### config.mk
export PLATFORM = sky130hd
export DESIGN_NAME = kbd_ascii_ctrl
export DESIGN_NICKNAME = d
export VERILOG_FILES = /design/src/rtl/kbd_ascii_ctrl.sv
export SDC_FILE = /design/constraint.sdc
export NUM_CORES = 1
export LEC_CHECK = 0
export ABC_AREA = 1
export CORE_MARGIN = 2
export CORE_UTILIZATION = 58
export DETAILED_ROUTE_END_ITERATION = 10
export PLACE_DENSITY = 0.89
export SLEW_MARGIN = 20
export SYNTH_ARGS = -nofsm -noshare
export SYNTH_HDL_FRONTEND = slang
export SYNTH_SLANG_ARGS = --single-unit
### constraint.sdc
create_clock -name clk -period 3.2 [get_ports clk]
set_input_delay 0.64 -clock clk [delete_from_list [all_inputs] [get_ports clk]]
set_output_delay 0.64 -clock clk [all_outputs]
set_load 0.02 [all_outputs]
### src/rtl/kbd_ascii_ctrl.sv
// kbd_ascii_ctrl: PS/2 keyboard sequencer between the byte receiver and the
// scancode-to-ASCII ROM. It parses make/break/extended prefixes, tracks the
// Shift/Ctrl/CapsLock modifiers, applies case and control folding to the ROM
// output, and queues the resulting characters in a show-ahead FIFO.
module kbd_ascii_ctrl #(
    parameter int FIFO_DEPTH = 8,
    parameter int FIFO_AW    = 3
) (
    input  logic       clk,
    input  logic       rst,
    input  logic [7:0] scan_code,
    input  logic       scan_ready,
    output logic [7:0] rom_addr,
    input  logic [7:0] rom_data,
    output logic [7:0] ascii_data,
    output logic       ascii_valid,
    input  logic       ascii_rd,
    output logic       shift_on,
    output logic       ctrl_on,
    output logic       caps_on,
    output logic       overflow
);

    typedef enum logic [1:0] {
        ST_IDLE    = 2'd0,
        ST_EXT     = 2'd1,
        ST_BRK     = 2'd2,
        ST_EXT_BRK = 2'd3
    } state_t;

    localparam logic [7:0]         CODE_EXT_C    = 8'hE0;
    localparam logic [7:0]         CODE_BRK_C    = 8'hF0;
    localparam logic [7:0]         CODE_LSHIFT_C = 8'h12;
    localparam logic [7:0]         CODE_RSHIFT_C = 8'h59;
    localparam logic [7:0]         CODE_CTRL_C   = 8'h14;
    localparam logic [7:0]         CODE_CAPS_C   = 8'h58;
    localparam logic [FIFO_AW:0]   DEPTH_C       = (FIFO_AW + 1)'(FIFO_DEPTH);
    localparam logic [FIFO_AW:0]   CNT_ZERO_C    = {(FIFO_AW + 1){1'b0}};
    localparam logic [FIFO_AW:0]   CNT_ONE_C     = {{FIFO_AW{1'b0}}, 1'b1};
    localparam logic [FIFO_AW-1:0] PTR_ZERO_C    = {FIFO_AW{1'b0}};
    localparam logic [FIFO_AW-1:0] PTR_ONE_C     = {{(FIFO_AW - 1){1'b0}}, 1'b1};

    state_t             state_r;
    logic               lookup_valid_r;
    logic               lshift_r;
    logic               rshift_r;
    logic               ctrl_r;
    logic               caps_r;
    logic               overflow_r;
    logic [7:0]         mem_r [FIFO_DEPTH];
    logic [FIFO_AW-1:0] wptr_r;
    logic [FIFO_AW-1:0] rptr_r;
    logic [FIFO_AW:0]   count_r;

    logic [7:0]         char_s;
    logic               push_s;
    logic               pop_s;
    logic               full_s;
    logic               wr_en_s;
    logic               drop_s;

    // True for the lowercase ASCII letters 'a'..'z'.
    function automatic logic is_lower(input logic [7:0] c);
        return (c >= 8'h61) && (c <= 8'h7A);
    endfunction

    // Prefix FSM, modifier tracking and ROM address/lookup strobe.
    always_ff @(posedge clk or posedge rst) begin
        if (rst) begin
            state_r        <= ST_IDLE;
            rom_addr       <= 8'h00;
            lookup_valid_r <= 1'b0;
            lshift_r       <= 1'b0;
            rshift_r       <= 1'b0;
            ctrl_r         <= 1'b0;
            caps_r         <= 1'b0;
        end else begin
            lookup_valid_r <= 1'b0;
            if (scan_ready) begin
                case (state_r)
                    ST_IDLE: begin
                        if (scan_code == CODE_EXT_C) begin
                            state_r <= ST_EXT;
                        end else if (scan_code == CODE_BRK_C) begin
                            state_r <= ST_BRK;
                        end else begin
                            state_r <= ST_IDLE;
                            case (scan_code)
                                CODE_LSHIFT_C: lshift_r <= 1'b1;
                                CODE_RSHIFT_C: rshift_r <= 1'b1;
                                CODE_CTRL_C:   ctrl_r   <= 1'b1;
                                CODE_CAPS_C:   caps_r   <= ~caps_r;
                                default: begin
                                    rom_addr       <= scan_code;
                                    lookup_valid_r <= 1'b1;
                                end
                            endcase
                        end
                    end
                    ST_BRK: begin
                        case (scan_code)
                            CODE_LSHIFT_C: lshift_r <= 1'b0;
                            CODE_RSHIFT_C: rshift_r <= 1'b0;
                            CODE_CTRL_C:   ctrl_r   <= 1'b0;
                            default: begin
                            end
                        endcase
                        state_r <= ST_IDLE;
                    end
                    ST_EXT: begin
                        if (scan_code == CODE_BRK_C) begin
                            state_r <= ST_EXT_BRK;
                        end else begin
                            state_r <= ST_IDLE;
                        end
                    end
                    ST_EXT_BRK: state_r <= ST_IDLE;
                    default:    state_r <= ST_IDLE;
                endcase
            end
        end
    end

    // Lookup stage: fold the ROM character with the modifiers held this cycle.
    always_comb begin
        char_s = 8'h00;
        push_s = 1'b0;
        if (lookup_valid_r && (rom_data != 8'h00)) begin
            push_s = 1'b1;
            if (ctrl_r && is_lower(rom_data)) begin
                char_s = rom_data & 8'h1F;
            end else if (is_lower(rom_data) && ((lshift_r | rshift_r) ^ caps_r)) begin
                char_s = rom_data - 8'h20;
            end else begin
                char_s = rom_data;
            end
        end else begin
            char_s = 8'h00;
            push_s = 1'b0;
        end
    end

    // FIFO control: a pop frees a slot in the same cycle, so a full FIFO can
    // accept a push only when it is popped simultaneously.
    always_comb begin
        pop_s   = ascii_rd && (count_r != CNT_ZERO_C);
        full_s  = (count_r == DEPTH_C);
        wr_en_s = push_s && (!full_s || pop_s);
        drop_s  = push_s && full_s && !pop_s;
    end

    // FIFO storage, pointers, occupancy and the sticky overflow flag.
    always_ff @(posedge clk or posedge rst) begin
        if (rst) begin
            for (int i = 0; i < FIFO_DEPTH; i++) begin
                mem_r[i] <= 8'h00;
            end
            wptr_r     <= PTR_ZERO_C;
            rptr_r     <= PTR_ZERO_C;
            count_r    <= CNT_ZERO_C;
            overflow_r <= 1'b0;
        end else begin
            if (wr_en_s) begin
                mem_r[wptr_r] <= char_s;
                wptr_r        <= wptr_r + PTR_ONE_C;
            end else begin
                wptr_r <= wptr_r;
            end
            if (pop_s) begin
                rptr_r <= rptr_r + PTR_ONE_C;
            end else begin
                rptr_r <= rptr_r;
            end
            case ({wr_en_s, pop_s})
                2'b10:   count_r <= count_r + CNT_ONE_C;
                2'b01:   count_r <= count_r - CNT_ONE_C;
                default: count_r <= count_r;
            endcase
            if (drop_s) begin
                overflow_r <= 1'b1;
            end else begin
                overflow_r <= overflow_r;
            end
        end
    end

    assign ascii_valid = (count_r != CNT_ZERO_C);
    assign ascii_data  = (count_r != CNT_ZERO_C) ? mem_r[rptr_r] : 8'h00;
    assign shift_on    = lshift_r | rshift_r;
    assign ctrl_on     = ctrl_r;
    assign caps_on     = caps_r;
    assign overflow    = overflow_r;

endmodule

# --- Word-level counts from Yosys, hierarchy flattened ---
# Index checks and enable logic that the tools add are counted.
word_totals:
  in_bits: 20
  regBits: 90
  word_cells: 117
  out_inout_bits: 21
op_classes:
  n_bitwise: 8
  n_eq_ne: 20
  n_reduce_logical: 24
  n_mux: 36
  n_lt_le_gt_ge: 5
  n_addsub: 5
op_table:
  columns: ["cell", "count"]
  rows:
  - ["$bwmux W64", 1]
  - ["$mux W8", 7]
  - ["$bmux W8 S3", 1]
  - ["$demux W8 S3", 1]
  - ["$mux W1", 18]
  - ["$reduce_and A6 Y1", 3]
  - ["$eq A8 B5 Y1 const B", 2]
  - ["$eq A8 B7 Y1 const B", 2]
  - ["$eq A8 B8 Y1 const B", 2]
  - ["$ne A2 B2 Y1 const B", 6]
  - ["$reduce_and A5 Y1", 2]
  - ["$logic_and A1 B1 Y1", 9]
  - ["$ge A4 B4 Y1 const B", 2]
  - ["$ge A8 B7 Y1 const B", 1]
  - ["$le A8 B7 Y1 const B", 1]
  - ["$not A3 Y4", 2]
  - ["$pmux W4 S2", 1]
  - ["$reduce_bool A8 Y1", 1]
  - ["$sub A8 B6 Y8 const B", 1]
  - ["$add A3 B1 Y3 const B", 2]
  - ["$eq A2 B2 Y1 const B", 3]
  - ["$mux W2", 3]
  - ["$pmux W1 S2", 3]
  - ["$pmux W2 S3", 1]
  - ["16 further kinds", 23]

# --- Longest topological paths before layout ---
depth:
  word_depth: 7
  depth_mapped: 13
  ltp_nobuf: 12

# --- Least setup slack after synthesis ---
# No wires, ideal clock.
synth_timing:
  path_type: "input to register"
  from: "input rom_data[2]"
  to: "register count_r[2]"
  path_slack_ps: 861
  path_buffers: 1
  setup_ps: 83
  arrival_time_ps: 2256
  required_ps: 3117
  stages: 12
  path_cell_list: "nor2_1 nand2_1 nor2_2 nor2_4 nand2_4 buf_12 ha_1 xor2_1 ha_1 a21oi_1 xor2_1 o21ai_0"
synth_via:
  elab_chain_cells: 6
  word_cells_on_any_way: 8
  cone_classes: "2 x eq/ne; 2 x mux; 4 x reduce/logical"
synth_lines:
  columns: ["item", "line", "rtl"]
  rows:
  - ["start: declaration", "14", "input logic [7:0] rom_data,"]
  - ["$reduce_bool A8 Y1 *", "128", "if (lookup_valid_r && (rom_data != 8'h00)) begin"]
  - ["$logic_and A1 B1 Y1 *", "128", null]
  - ["$mux W1 *", "128", null]
  - ["$logic_and A1 B1 Y1 *", "148", "wr_en_s = push_s && (!full_s || pop_s);"]
  - ["$eq A2 B1 Y1 or $eq A2 B2 Y1 (tied branches)", "174", "case ({wr_en_s, pop_s})"]
  - ["$pmux W4 S2 or $reduce_bool A2 Y1 (tied branches)", null, null]
  - ["end signal: assignment", "175", "2'b10: count_r <= count_r + CNT_ONE_C;"]
  - ["end signal: assignment", "176", "2'b01: count_r <= count_r - CNT_ONE_C;"]
  - ["end signal: assignment", "177", "default: count_r <= count_r;"]
  - ["end: declaration", "53", "logic [FIFO_AW:0] count_r;"]
# Every way passes the cells marked *; elsewhere a longest branch is shown, timed or not.
# A chain may end at the register's enable or synchronous reset.

# --- Worst setup path after layout ---
layout_timing:
  from: "register rptr_r[1]"
  to: "output ascii_data[0]"
layout_via:
  elab_chain_cells: 5
layout_lines:
  columns: ["item", "line", "rtl"]
  rows:
  - ["start: declaration", "52", "logic [FIFO_AW-1:0] rptr_r;"]
  - ["start signal: assignment", "170", "rptr_r <= rptr_r + PTR_ONE_C;"]
  - ["start signal: assignment", "172", "rptr_r <= rptr_r;"]
  - ["$not A3 Y4 (implied by the code)", "188", "assign ascii_data = (count_r != CNT_ZERO_C) ? mem_r[rptr_r] : 8'h00;"]
  - ["$bmux W8 S3", "188", null]
  - ["$mux W8 (implied by the code) (2 in a row)", "188", null]
  - ["$mux W8", "188", null]
  - ["end: declaration", "15", "output logic [7:0] ascii_data,"]
# No other way between the ends. The select of a mux whose other input is x is not followed.

==> results.json <==
{
  "status": "finished, final reports clean",
  "routabilityCongestion": 0.884,
  "drive_gt1_share_pct": 9.08,
  "dp_hpwl_mm": 8.33,
  "start_util_pct": 59.4,
  "fin_area_um2": 5560,
  "portBuffers": 40,
  "syn_avg_cell_area_um2": 7.80,
  "synth_cells": 622,
  "critPathMaxFanout": 17,
  "num_vias": 4456,
  "worstSetupPathType": "register to primary output",
  "slew_violations": 0,
  "root_buffer": "clkbuf_8",
  "yosys-top-cells-area": "dfrtp_1 46%, nand2_1 15%, inv_1 5.8%",
  "first_global_vias": 4238,
  "clockBufferDepth": 2,
  "routedWlPerCell_um": 15.4,
  "cap_viol_max_count": 0,
  "fmax_mhz": 330,
  "clock_latency_ns": 0.37,
  "die_h_um": 95.5,
  "hold_buffers": 0,
  "placed_cells": 761,
  "nNetsFinal": 693,
  "antenna_found_initial": 0,
  "cts_buffers": 9,
  "clock-sinks": 90,
  "dieArea_um2": 9110,
  "synth_area_um2": 4850,
  "p_leak_nw": 2.87,
  "fp.coreArea_um2": 8180,
  "fillers": 648,
  "crit_path_end_kind": "primary output",
  "rsz0062_at_grt": "false",
  "whs_endpoint": "mem_r[56]",
  "p_per_area_nw_per_um2": 901,
  "syn2layout_area_growth_pct": 14.5,
  "first_pass_iters": 6,
  "synth.most_common_cell": "nand2_1",
  "placed_area_um2": 5340,
  "required_ns": 2.56,
  "yosys.area.top_type_share_pct": 46.4,
  "drtIter0Drc": 361,
  "ff2ff_setup_slack_ns": 0.61,
  "slew_headroom_pct": 56.6,
  "synth_common_cells": "189 x nand2_1, 90 x dfrtp_1, 75 x inv_1",
  "num_rows": 33,
  "regArea_um2": 2250,
  "drcViolationCount": 0,
  "synth_edf_count": 0,
  "antenna_left": 0,
  "fin_skew_ns": 0.0111,
  "diodes": 0,
  "grt-ovfl-total": 0,
  "synth-seq-cells": 90,
  "setup_viol": 0,
  "whs_ns": 0.471,
  "start_kind": "register",
  "multi_input_area_um2": 2170,
  "h-tree-depth": 3,
  "synthArstFlopShare_pct": 100,
  "finalHoldViolCount": 0,
  "wl_mm": 12.0,
  "grt_max_degree": 38,
  "ios": 41,
  "finalCritPeriodShare_pct": 94.8,
  "synth_flop_cell": "dfrtp_1",
  "ys_types": 28,
  "worstMarginPinSlew_ns": 0.648,
  "arrival_ns": 2.39,
  "worstRegToRegCells": 10,
  "postCtsResizedCells": 0,
  "hold_depth": 2,
  "worstHoldStart": "mem_r[56]",
  "hp-class": "register to register",
  "syn_nets": 648,
  "seq_area_frac_synth_pct": 46.4,
  "track_usage_pct": 27.9,
  "r2r-end": "count_r[2]",
  "synth_top_area_cell": "dfrtp_1",
  "r2r_start": "count_r[0]",
  "post_layout_nonfiller_instances": 777,
  "peakVddDrop_mv": 0.403,
  "die_x_um": 95.5,
  "clk_pin_slew_ns": 0.09,
  "viasPerCell": 5.73,
  "grt_pass1_wl_mm": 19.4,
  "min_period_ns": 3.03,
  "cts_setup_buffers": 0,
  "fin_setup_tns_ns": 0,
  "yosysWarnings": 0,
  "cts_tree": "done"
}
-- worst max path at each step --
stage	from	to	slack, ns	depth (start not counted)
floorplan	rst	caps_on	0.22	1
global placement	rom_data[4]	count_r[2]	0.57	12
detailed placement	rom_data[0]	count_r[2]	0.47	12
CTS	rptr_r[1]	ascii_data[0]	0.20	7
global route	rptr_r[1]	ascii_data[0]	0.03	7
finish	rptr_r[1]	ascii_data[0]	0.17	7
-- placed cells by master (no fill, tap or decap) --
cell type and instances:
nand2_4 1, buf_4 10, nor2_4 2, nand3_1 52, nor2_2 4, nor3_1 6
ha_1 6, nand4_1 9, clkbuf_8 13, nand2_1 189, bufinv_16 1, o21ai_2 13
xnor2_1 1, nor2_1 49, o21ai_0 41, xor2_1 9, o22ai_1 7, dfrtp_1 90
clkinv_1 1, inv_1 74, a31oi_1 5, a21oi_1 21, clkinv_2 2, nor2_8 7
nand2_2 2, inv_6 1, clkdlybuf4s50_1 40, inv_2 5, o21ai_1 10, o21bai_1 1
-- registers in the layout (all words and copies together) (netlist names), 2 cells and up --
| name | count |
|---|---|
| wptr_r | 3 |
| count_r | 4 |
| state_r | 2 |
| rom_addr | 8 |
| rptr_r | 3 |
| mem_r | 64 |
-- kinds of logic after synthesis --
logic type | count (synthesis) | share of synthesized area, %
and+or+nand+nor | 321 | 29.9
AOI/OAI and AO/OA | 98 | 11.5
buffers and inverters | 97 | 8.84
DFF | 90 | 46.4
xor gates and xnor gates | 10 | 1.81
adders and majority gates | 6 | 1.55
-- critical path, stage by stage (launching register included) --
cell and delay (ns):
dfrtp_1 0.36, inv_1 0.24, a21oi_1 0.26, o21ai_0 0.17, nand3_1 0.11, nand2_1 0.09
a31oi_1 0.17, clkdlybuf4s50_1 0.63
-- metrics by stage --
stage                     setup slack (ns)  total power, mW  utilization [%]
after floorplan                      0.225             3.38                -
after global placement               0.570             3.99             65.3
after detailed placement             0.470             4.11             65.3
after CTS                            0.203             4.98             68.0
after global routing                0.0279             5.34             68.0
final                                0.166             5.01             68.0
-- layer usage --
layer	global-route usage, %	up-vias	wire [um]
met5	0	-	0
met4	13.6	0	366
met3	5.30	35	801
met2	47.2	196	6070
met1	34.2	2143	4730
li1	-	2082	-
-- power by group --
group          switching, mW  internal [mW]
Clock                  0.412          0.448
Combinational           1.40          0.871
Sequential             0.291           1.58
-- layout make-up --
cell class,instances,area share [%]
flip-flops and latches,90,40.5
multi-input cells,435,39.1
repair buffers,50,8.55
inverters,81,5.49
clock buffers,13,3.22
well taps,105,2.36
clock inverters,3,0.788
No activity file was read; power rests on OpenSTA's default activity.
